==> src/rtl/lpi_sram_ctrl_if.sv <==
`default_nettype none
// ============================================================================
// Module      : lpi_sram_ctrl_if
// Description : Split LPI channel bundle between the AXI-to-LPI bridge
//               (master) and the SRAM controller (slave): write address,
//               write data, write response, read address and read data.
// Revision    : 1.0 - initial release
// ============================================================================
interface lpi_sram_ctrl_if #(
    parameter int BW_ADDR = 32,
    parameter int BW_DATA = 32
) ();
    localparam int BW_STRB = BW_DATA / 8;

    // Write address / write data channels
    logic [BW_ADDR-1:0] sawaddr;
    logic               sawvalid;
    logic               sawready;
    logic [BW_DATA-1:0] swdata;
    logic [BW_STRB-1:0] swstrb;
    logic               swvalid;
    logic               swready;

    // Write response channel
    logic [1:0]         sbresp;
    logic               sbvalid;
    logic               sbready;

    // Read address / read data channels
    logic [BW_ADDR-1:0] saraddr;
    logic               sarvalid;
    logic               sarready;
    logic [BW_DATA-1:0] srdata;
    logic [1:0]         srresp;
    logic               srvalid;
    logic               srready;

    // Bridge side
    modport master (
        output sawaddr, sawvalid, swdata, swstrb, swvalid, sbready,
        output saraddr, sarvalid, srready,
        input  sawready, swready, sbresp, sbvalid,
        input  sarready, srdata, srresp, srvalid
    );

    // Controller side
    modport slave (
        input  sawaddr, sawvalid, swdata, swstrb, swvalid, sbready,
        input  saraddr, sarvalid, srready,
        output sawready, swready, sbresp, sbvalid,
        output sarready, srdata, srresp, srvalid
    );
endinterface

`default_nettype wire

==> src/rtl/lpi_sram_ctrl.sv <==
`default_nettype none
// ============================================================================
// Module      : lpi_sram_ctrl
// Description : Terminal LPI stage driving a single-port synchronous SRAM
//               (1-cycle read latency). Reads and writes share the port
//               under round-robin arbitration; a 2-entry read-response FIFO
//               sustains one read per cycle under backpressure; accesses
//               beyond MEM_DEPTH complete with SLVERR and touch no memory.
// Revision    : 1.0 - initial release
// ============================================================================
module lpi_sram_ctrl #(
    parameter  int BW_ADDR      = 32,
    parameter  int BW_DATA      = 32,
    parameter  int MEM_DEPTH    = 1024,
    localparam int BW_SRAM_ADDR = $clog2(MEM_DEPTH),
    localparam int BW_STRB      = BW_DATA / 8
) (
    input  wire logic                    clk,
    input  wire logic                    rst,
    lpi_sram_ctrl_if.slave               lpi,
    output logic                         sram_sel,
    output logic                         sram_we,
    output logic [BW_SRAM_ADDR-1:0]      sram_addr,
    output logic [BW_DATA-1:0]           sram_wdata,
    output logic [BW_STRB-1:0]           sram_be,
    input  wire logic [BW_DATA-1:0]      sram_rdata
);

    // Byte-offset bits below the word index, and width of the full word address
    localparam int c_OFF     = $clog2(BW_STRB);
    localparam int c_BW_WORD = BW_ADDR - c_OFF;

    localparam logic [BW_ADDR:0] c_DEPTH       = (BW_ADDR+1)'(MEM_DEPTH);
    localparam logic [1:0]       c_RESP_OKAY   = 2'b00;
    localparam logic [1:0]       c_RESP_SLVERR = 2'b10;

    // ------------------------------------------------------------------------
    // Registered state
    // ------------------------------------------------------------------------
    logic                r_bvalid;
    logic [1:0]          r_bresp;
    logic                r_inflight;        // read granted last cycle, data due now
    logic [1:0]          r_inflight_resp;
    logic                r_last_rd;         // 1: last grant went to the read side
    logic [BW_DATA-1:0]  r_fifo_data [0:1];
    logic [1:0]          r_fifo_resp [0:1];
    logic                r_rd_ptr;
    logic                r_wr_ptr;
    logic [1:0]          r_count;

    // ------------------------------------------------------------------------
    // Combinational signals
    // ------------------------------------------------------------------------
    logic [c_BW_WORD-1:0] w_wr_word;
    logic [c_BW_WORD-1:0] w_rd_word;
    logic                 w_wr_oor;
    logic                 w_rd_oor;
    logic [1:0]           w_credit;
    logic                 w_pop;
    logic                 w_push;
    logic [BW_DATA-1:0]   w_push_data;
    logic                 w_wr_elig;
    logic                 w_rd_elig;
    logic                 w_gnt_wr;
    logic                 w_gnt_rd;

    // Word address: byte offset dropped; every remaining bit joins the range check
    assign w_wr_word = lpi.sawaddr[BW_ADDR-1:c_OFF];
    assign w_rd_word = lpi.saraddr[BW_ADDR-1:c_OFF];
    assign w_wr_oor  = {{(c_OFF+1){1'b0}}, w_wr_word} >= c_DEPTH;
    assign w_rd_oor  = {{(c_OFF+1){1'b0}}, w_rd_word} >= c_DEPTH;

    // Byte-offset bits are intentionally ignored
    generate
        if (c_OFF > 0) begin : g_unused_offset
            logic w_unused_offset;
            assign w_unused_offset = ^{lpi.sawaddr[c_OFF-1:0], lpi.saraddr[c_OFF-1:0]};
        end
    endgenerate

    // Read credit counts the read in flight plus buffered responses
    assign w_pop     = (r_count != 2'd0) && lpi.srready;
    assign w_push    = r_inflight;
    assign w_credit  = r_count + {1'b0, r_inflight};
    assign w_push_data = (r_inflight_resp == c_RESP_OKAY) ? sram_rdata : '0;

    // Eligibility; nothing is granted while reset is asserted
    assign w_wr_elig = !rst && lpi.sawvalid && lpi.swvalid && (!r_bvalid || lpi.sbready);
    assign w_rd_elig = !rst && lpi.sarvalid && ((w_credit < 2'd2) || w_pop);

    // Round-robin grant: on a tie, the side not granted last time wins
    always_comb begin
        w_gnt_rd = 1'b0;
        w_gnt_wr = 1'b0;
        if (w_rd_elig && w_wr_elig) begin
            if (r_last_rd) begin
                w_gnt_wr = 1'b1;
            end else begin
                w_gnt_rd = 1'b1;
            end
        end else begin
            w_gnt_rd = w_rd_elig;
            w_gnt_wr = w_wr_elig;
        end
    end

    // SRAM strobe: only in-range granted accesses reach the memory
    always_comb begin
        sram_sel   = 1'b0;
        sram_we    = 1'b0;
        sram_addr  = '0;
        sram_wdata = '0;
        sram_be    = '0;
        if (w_gnt_wr && !w_wr_oor) begin
            sram_sel   = 1'b1;
            sram_we    = 1'b1;
            sram_addr  = w_wr_word[BW_SRAM_ADDR-1:0];
            sram_wdata = lpi.swdata;
            sram_be    = lpi.swstrb;
        end else if (w_gnt_rd && !w_rd_oor) begin
            sram_sel   = 1'b1;
            sram_addr  = w_rd_word[BW_SRAM_ADDR-1:0];
            sram_be    = '1;
        end
    end

    // LPI outputs: readies mirror the grant, responses come from registers
    assign lpi.sawready = w_gnt_wr;
    assign lpi.swready  = w_gnt_wr;
    assign lpi.sarready = w_gnt_rd;
    assign lpi.sbvalid  = r_bvalid;
    assign lpi.sbresp   = r_bresp;
    assign lpi.srvalid  = (r_count != 2'd0);
    assign lpi.srdata   = r_fifo_data[r_rd_ptr];
    assign lpi.srresp   = r_fifo_resp[r_rd_ptr];

    // Write response register: load on write grant, hold until consumed
    always_ff @(posedge clk) begin
        if (rst) begin
            r_bvalid <= 1'b0;
            r_bresp  <= c_RESP_OKAY;
        end else if (w_gnt_wr) begin
            r_bvalid <= 1'b1;
            r_bresp  <= w_wr_oor ? c_RESP_SLVERR : c_RESP_OKAY;
        end else if (lpi.sbready) begin
            r_bvalid <= 1'b0;
        end
    end

    // In-flight read tracker: one cycle between grant and SRAM data capture
    always_ff @(posedge clk) begin
        if (rst) begin
            r_inflight      <= 1'b0;
            r_inflight_resp <= c_RESP_OKAY;
        end else begin
            r_inflight <= w_gnt_rd;
            if (w_gnt_rd) begin
                r_inflight_resp <= w_rd_oor ? c_RESP_SLVERR : c_RESP_OKAY;
            end
        end
    end

    // Last-grant pointer for round-robin
    always_ff @(posedge clk) begin
        if (rst) begin
            r_last_rd <= 1'b0;
        end else if (w_gnt_rd || w_gnt_wr) begin
            r_last_rd <= w_gnt_rd;
        end
    end

    // Read-response FIFO: push the captured read, pop on consumer handshake
    always_ff @(posedge clk) begin
        if (rst) begin
            r_fifo_data[0] <= '0;
            r_fifo_data[1] <= '0;
            r_fifo_resp[0] <= c_RESP_OKAY;
            r_fifo_resp[1] <= c_RESP_OKAY;
            r_rd_ptr       <= 1'b0;
            r_wr_ptr       <= 1'b0;
            r_count        <= 2'd0;
        end else begin
            if (w_push) begin
                r_fifo_data[r_wr_ptr] <= w_push_data;
                r_fifo_resp[r_wr_ptr] <= r_inflight_resp;
                r_wr_ptr              <= ~r_wr_ptr;
            end
            if (w_pop) begin
                r_rd_ptr <= ~r_rd_ptr;
            end
            case ({w_push, w_pop})
                2'b10:   r_count <= r_count + 2'd1;
                2'b01:   r_count <= r_count - 2'd1;
                default: r_count <= r_count;
            endcase
        end
    end

endmodule

`default_nettype wire

==> src/flat_wrapper.sv <==
// flat-port wrapper written by rule: the top's interface ports become plain ports
module lpi_sram_ctrl_flat 
#(
    parameter  int BW_ADDR      = 32,
    parameter  int BW_DATA      = 32,
    parameter  int MEM_DEPTH    = 1024,
    localparam int BW_SRAM_ADDR = $clog2(MEM_DEPTH),
    localparam int BW_STRB      = BW_DATA / 8
)
  (clk, rst, sram_sel, sram_we, sram_addr, sram_wdata, sram_be, sram_rdata, lpi_sawaddr, lpi_sawvalid, lpi_swdata, lpi_swstrb, lpi_swvalid, lpi_sbready, lpi_saraddr, lpi_sarvalid, lpi_srready, lpi_sawready, lpi_swready, lpi_sbresp, lpi_sbvalid, lpi_sarready, lpi_srdata, lpi_srresp, lpi_srvalid);
  lpi_sram_ctrl_if #(.BW_ADDR(BW_ADDR), .BW_DATA(BW_DATA)) lpi_i ();
  input  wire logic clk;
  input  wire logic rst;
  output logic sram_sel;
  output logic sram_we;
  output logic [BW_SRAM_ADDR-1:0] sram_addr;
  output logic [BW_DATA-1:0] sram_wdata;
  output logic [BW_STRB-1:0] sram_be;
  input  wire logic [BW_DATA-1:0] sram_rdata;
  input wire logic [$bits(lpi_i.sawaddr)-1:0] lpi_sawaddr;
  input wire logic [$bits(lpi_i.sawvalid)-1:0] lpi_sawvalid;
  input wire logic [$bits(lpi_i.swdata)-1:0] lpi_swdata;
  input wire logic [$bits(lpi_i.swstrb)-1:0] lpi_swstrb;
  input wire logic [$bits(lpi_i.swvalid)-1:0] lpi_swvalid;
  input wire logic [$bits(lpi_i.sbready)-1:0] lpi_sbready;
  input wire logic [$bits(lpi_i.saraddr)-1:0] lpi_saraddr;
  input wire logic [$bits(lpi_i.sarvalid)-1:0] lpi_sarvalid;
  input wire logic [$bits(lpi_i.srready)-1:0] lpi_srready;
  output wire logic [$bits(lpi_i.sawready)-1:0] lpi_sawready;
  output wire logic [$bits(lpi_i.swready)-1:0] lpi_swready;
  output wire logic [$bits(lpi_i.sbresp)-1:0] lpi_sbresp;
  output wire logic [$bits(lpi_i.sbvalid)-1:0] lpi_sbvalid;
  output wire logic [$bits(lpi_i.sarready)-1:0] lpi_sarready;
  output wire logic [$bits(lpi_i.srdata)-1:0] lpi_srdata;
  output wire logic [$bits(lpi_i.srresp)-1:0] lpi_srresp;
  output wire logic [$bits(lpi_i.srvalid)-1:0] lpi_srvalid;
  assign lpi_i.sawaddr = lpi_sawaddr;
  assign lpi_i.sawvalid = lpi_sawvalid;
  assign lpi_i.swdata = lpi_swdata;
  assign lpi_i.swstrb = lpi_swstrb;
  assign lpi_i.swvalid = lpi_swvalid;
  assign lpi_i.sbready = lpi_sbready;
  assign lpi_i.saraddr = lpi_saraddr;
  assign lpi_i.sarvalid = lpi_sarvalid;
  assign lpi_i.srready = lpi_srready;
  assign lpi_sawready = lpi_i.sawready;
  assign lpi_swready = lpi_i.swready;
  assign lpi_sbresp = lpi_i.sbresp;
  assign lpi_sbvalid = lpi_i.sbvalid;
  assign lpi_sarready = lpi_i.sarready;
  assign lpi_srdata = lpi_i.srdata;
  assign lpi_srresp = lpi_i.srresp;
  assign lpi_srvalid = lpi_i.srvalid;
  lpi_sram_ctrl #(.BW_ADDR(BW_ADDR), .BW_DATA(BW_DATA), .MEM_DEPTH(MEM_DEPTH)) u_core (.clk(clk), .rst(rst), .lpi(lpi_i), .sram_sel(sram_sel), .sram_we(sram_we), .sram_addr(sram_addr), .sram_wdata(sram_wdata), .sram_be(sram_be), .sram_rdata(sram_rdata));
endmodule
==> config.mk <==
export PLATFORM = sky130hd
export DESIGN_NAME = lpi_sram_ctrl_flat
export DESIGN_NICKNAME = d
export VERILOG_FILES = /design/src/rtl/lpi_sram_ctrl_if.sv /design/src/rtl/lpi_sram_ctrl.sv /design/src/flat_wrapper.sv
export SDC_FILE = /design/constraint.sdc
export NUM_CORES = 1
export LEC_CHECK = 0
export CAP_MARGIN = 20
export CORE_MARGIN = 5
export CORE_UTILIZATION = 41
export CTS_BUF_LIST = sky130_fd_sc_hd__clkbuf_8
export CTS_CLUSTER_DIAMETER = 80
export DETAILED_ROUTE_END_ITERATION = 8
export PLACE_DENSITY = 0.95
export SKIP_CTS_REPAIR_TIMING = 1
export SLEW_MARGIN = 15
export SYNTH_ARGS = -nofsm -noshare
export SYNTH_HDL_FRONTEND = slang
export SYNTH_SLANG_ARGS = --single-unit
==> constraint.sdc <==
create_clock -name clk -period 3.65 [get_ports clk]
set_input_delay 0.5475 -clock clk [delete_from_list [all_inputs] [get_ports clk]]
set_output_delay 0.5475 -clock clk [all_outputs]
set_load 0.05 [all_outputs]
==> impl_metrics.py <==
metrics = {
    "status": {
        "status": "complete, no violations",
    },
    "floorplan": {
        "chipHeight_um": 105,
        "die_area_um2": 11100,
        "core-area_um2": 8810,
        "rows": 34,
        "start_util": 0.424,
        "die_w_um": 105,
        "io_pins": 228,
    },
    "global_routing": {
        "grt_max_degree": 45,
        "grt_pass1_wl_mm": 20.1,
        "antenna_found_initial": 0,
        "overflow": 0,
        "grt_pass1_vias": 3707,
        "grtUsageTotal": 0.238,
    },
    "cts": {
        "cts-buffers-inserted": 9,
        "clk_pin_slew_ns": 0.08,
        "clk_latency_ns": 0.34,
        "htree_levels": 3,
        "ctsLongestPathBuffers": 2,
        "numClockSinks": 76,
        "clock-root-buffer": "clkbuf_8",
        "cts_tree": "done",
    },
    "sta": {
        "final.period_utilization": 0.956,
        "worst_pin_slew_ns": 1.07,
        "skew_ns": 0.00649,
        "fin_crit_ns": 3.49,
        "max_slew_margin": 0.282,
        "rsz0062_at_grt": "no",
        "report.final.slew_viol_count": 0,
        "hold_violations": 0,
        "max_freq_mhz": 287,
        "fin_tns_setup_ns": 0,
        "setup_viol": 0,
        "setup_ws_ns": 0.160,
    },
    "pwr": {
        "vdd_ir_drop_max_mv": 0.185,
        "p_clk_frac": 0.240,
        "p_per_area_nw_per_um2": 414,
        "p_seq_frac": 0.382,
        "internal_power_uw": 1790,
        "power.leakage_uw": 0.00261,
        "p_switching_uw": 981,
        "comb_power_share": 0.378,
        "switching_share": 0.354,
    },
    "critical_path": {
        "required_ns": 3.10,
        "regToRegEndpoint": "u_core.r_inflight_resp[1]$_SDFFE_PP0P_",
        "crit_top_cell": "clkdlybuf4s50_1",
        "cpPeakStageDelay_ns": 0.73,
        "r2r_setup_slack_ns": 1.75,
        "cp_slowest_cell": "clkdlybuf4s50_1",
        "endpoint_kind": "output pin",
        "r2r_cells": 4,
        "critPathArrivalTime_ns": 2.94,
        "crit_chain": "clkdlybuf4s50_1, and4bb_1, a2111o_1, o21ai_0, inv_1, clkdlybuf4s50_1",
        "critical_path_class": "input pin to output pin",
        "crit_start": "lpi_srready",
        "cp-start-kind": "input pin",
        "r2r-start": "u_core.r_count[1]$_SDFFE_PP0P_",
        "path_max_fanout": 3,
    },
    "logic_synthesis": {
        "synthArstFlopShare": 0,
        "synth_area_um2": 3740,
        "yosys.area.top_type": "edfxtp_1",
        "ys.flop_type": "edfxtp_1",
        "yosysTopAreaCellShare": 0.530,
        "synth-seq-area-share": 0.584,
        "yosys_warnings": 0,
        "syn_avg_cell_area_um2": 11.1,
        "yosys.cell_count.top_type": "nor2_1",
        "postSynthCellCount": 336,
        "netlist_top_cells_area": "edfxtp_1 53%, mux2_2 9.9%, nor2_1 7.1%",
        "ys_ff_latch": 76,
        "synth_commonest_cells": "71 x nor2_1, 66 x edfxtp_1, 35 x nand2_1",
        "synth_cell_types": 36,
        "synth_edf_count": 66,
    },
    "layout": {
        "drive_above_1_share": 0.200,
        "nNetsFinal": 691,
        "fin_cells": 665,
        "syn_to_final_growth_pct": 79.4,
    },
    "hold_path": {
        "worstHoldStart": "u_core.lpi.sbresp[1]$_SDFFE_PP0P_",
        "min_to": "u_core.lpi.sbresp[1]$_SDFFE_PP0P_",
        "hold_path_class": "flip-flop to flip-flop",
        "holdPathStages": 2,
    },
    "routing": {
        "vias_per_cell": 5.12,
        "drtIter0Drc": 166,
        "wl_per_cell_um": 20.4,
        "routed_wl_mm": 13.6,
        "drt_first_pass_iters": 4,
        "antenna_left": 0,
        "route.detailed.drc": 0,
        "vias": 3408,
    },
    "placed_design": {
        "dp_hpwl_mm": 10.7,
        "post-place-cells": 648,
        "gp_congestion": 0.901,
        "portBuffers": 221,
        "preCtsSetupSlack_ns": 0.175,
    },
    "run": {
        "drv_cap": 0,
    },
}
worst max-delay path by stage:
stage / to / slack [ns] / depth (start not counted)
floorplan: sram_wdata[23] / 0.67 / 5
global placement: sram_be[3] / 0.25 / 7
detailed placement: lpi_swready / 0.18 / 6
CTS: lpi_swready / 0.16 / 6
global route: lpi_swready / 0.02 / 6
finish: lpi_swready / 0.16 / 6
state kept, by name, summed over array words and instances (netlist names), named ones only:
| name | flops |
|---|---|
| u_core.r_wr_ptr | 1 |
| u_core.r_last_rd | 1 |
| u_core.r_fifo_resp | 2 |
| u_core.r_inflight | 1 |
| u_core.r_count | 2 |
| u_core.r_rd_ptr | 1 |
| u_core.lpi.sbvalid | 1 |
| u_core.r_fifo_data | 64 |
| u_core.r_inflight_resp | 1 |
| u_core.lpi.sbresp | 1 |
layer usage:
metal	share of wire	vias to the layer above	global-route usage
met4	0.035	0	0.111
li1	-	1599	-
met3	0.074	19	0.0623
met1	0.34	1616	0.240
met5	0	-	0
met2	0.55	174	0.454
layout by cell type (no fill, tap or decap), types with 3 or more instances in the layout:
cell type	count
and2_1	33
inv_6	3
dfxtp_1	10
nor4_1	10
nand2_1	35
a22o_1	10
a21oi_1	4
mux2_2	33
xnor2_1	3
nor2_1	71
buf_12	46
a21o_1	5
clkbuf_8	9
inv_1	5
edfxtp_1	66
buf_4	9
clkdlybuf4s50_1	172
power groups by stage:
stage	logic, µW	clock network [µW]	registers, µW
floorplan	646	0	1070
detailed placement	1050	0	1080
global placement	1030	0	1070
finish	1050	665	1060
global route	1100	714	1070
CTS	1060	677	1060
cells by family (layout without fill, tap and decap cells):
kind of cell	count (synthesis)	count (layout)	share of synthesized area
buf+inv	30	249	0.0358
xor+xnor	4	4	0.00938
flops	76	76	0.584
mux	33	33	0.0995
simple gates	165	165	0.209
other cells	1	3	0.00100
fa+ha+maj	1	1	0.00335
compound gates	26	26	0.0579
through the flow:
| stage | hold slack, ns | util | total power [µW] | cell area, µm² |
|---|---|---|---|---|
| after detailed placement | 0.486 | 0.737 | 2130 | 6490 |
| final | 0.501 | 0.761 | 2770 | 6700 |
| after global routing | 0.524 | 0.761 | 2880 | 6700 |
| after CTS | 0.501 | 0.761 | 2790 | 6700 |
| after global placement | 0.469 | 0.737 | 2100 | 6490 |
| after floorplan | 0.470 | - | 1720 | 3740 |
final cells by class:
class                           instances  area [µm²]
Tap cell                              108         135
Fill cell                             567        2100
Multi-Input combinational cell        231        1440
Inverter                                6        22.5
Clock buffer                            9         124
Clock inverter                          7        82.6
Antenna cell                            1        2.50
Timing Repair Buffer                  227        2710
Sequential cell                        76        2180
critical path, delay by kind of cell:
kind | cells | cell delay, ns
buffers and inverters | 3 | 1.34
AOI/OAI and AO/OA | 2 | 0.81
and+or+nand+nor | 1 | 0.24
Note: power is estimated with default switching activity, not from simulation.
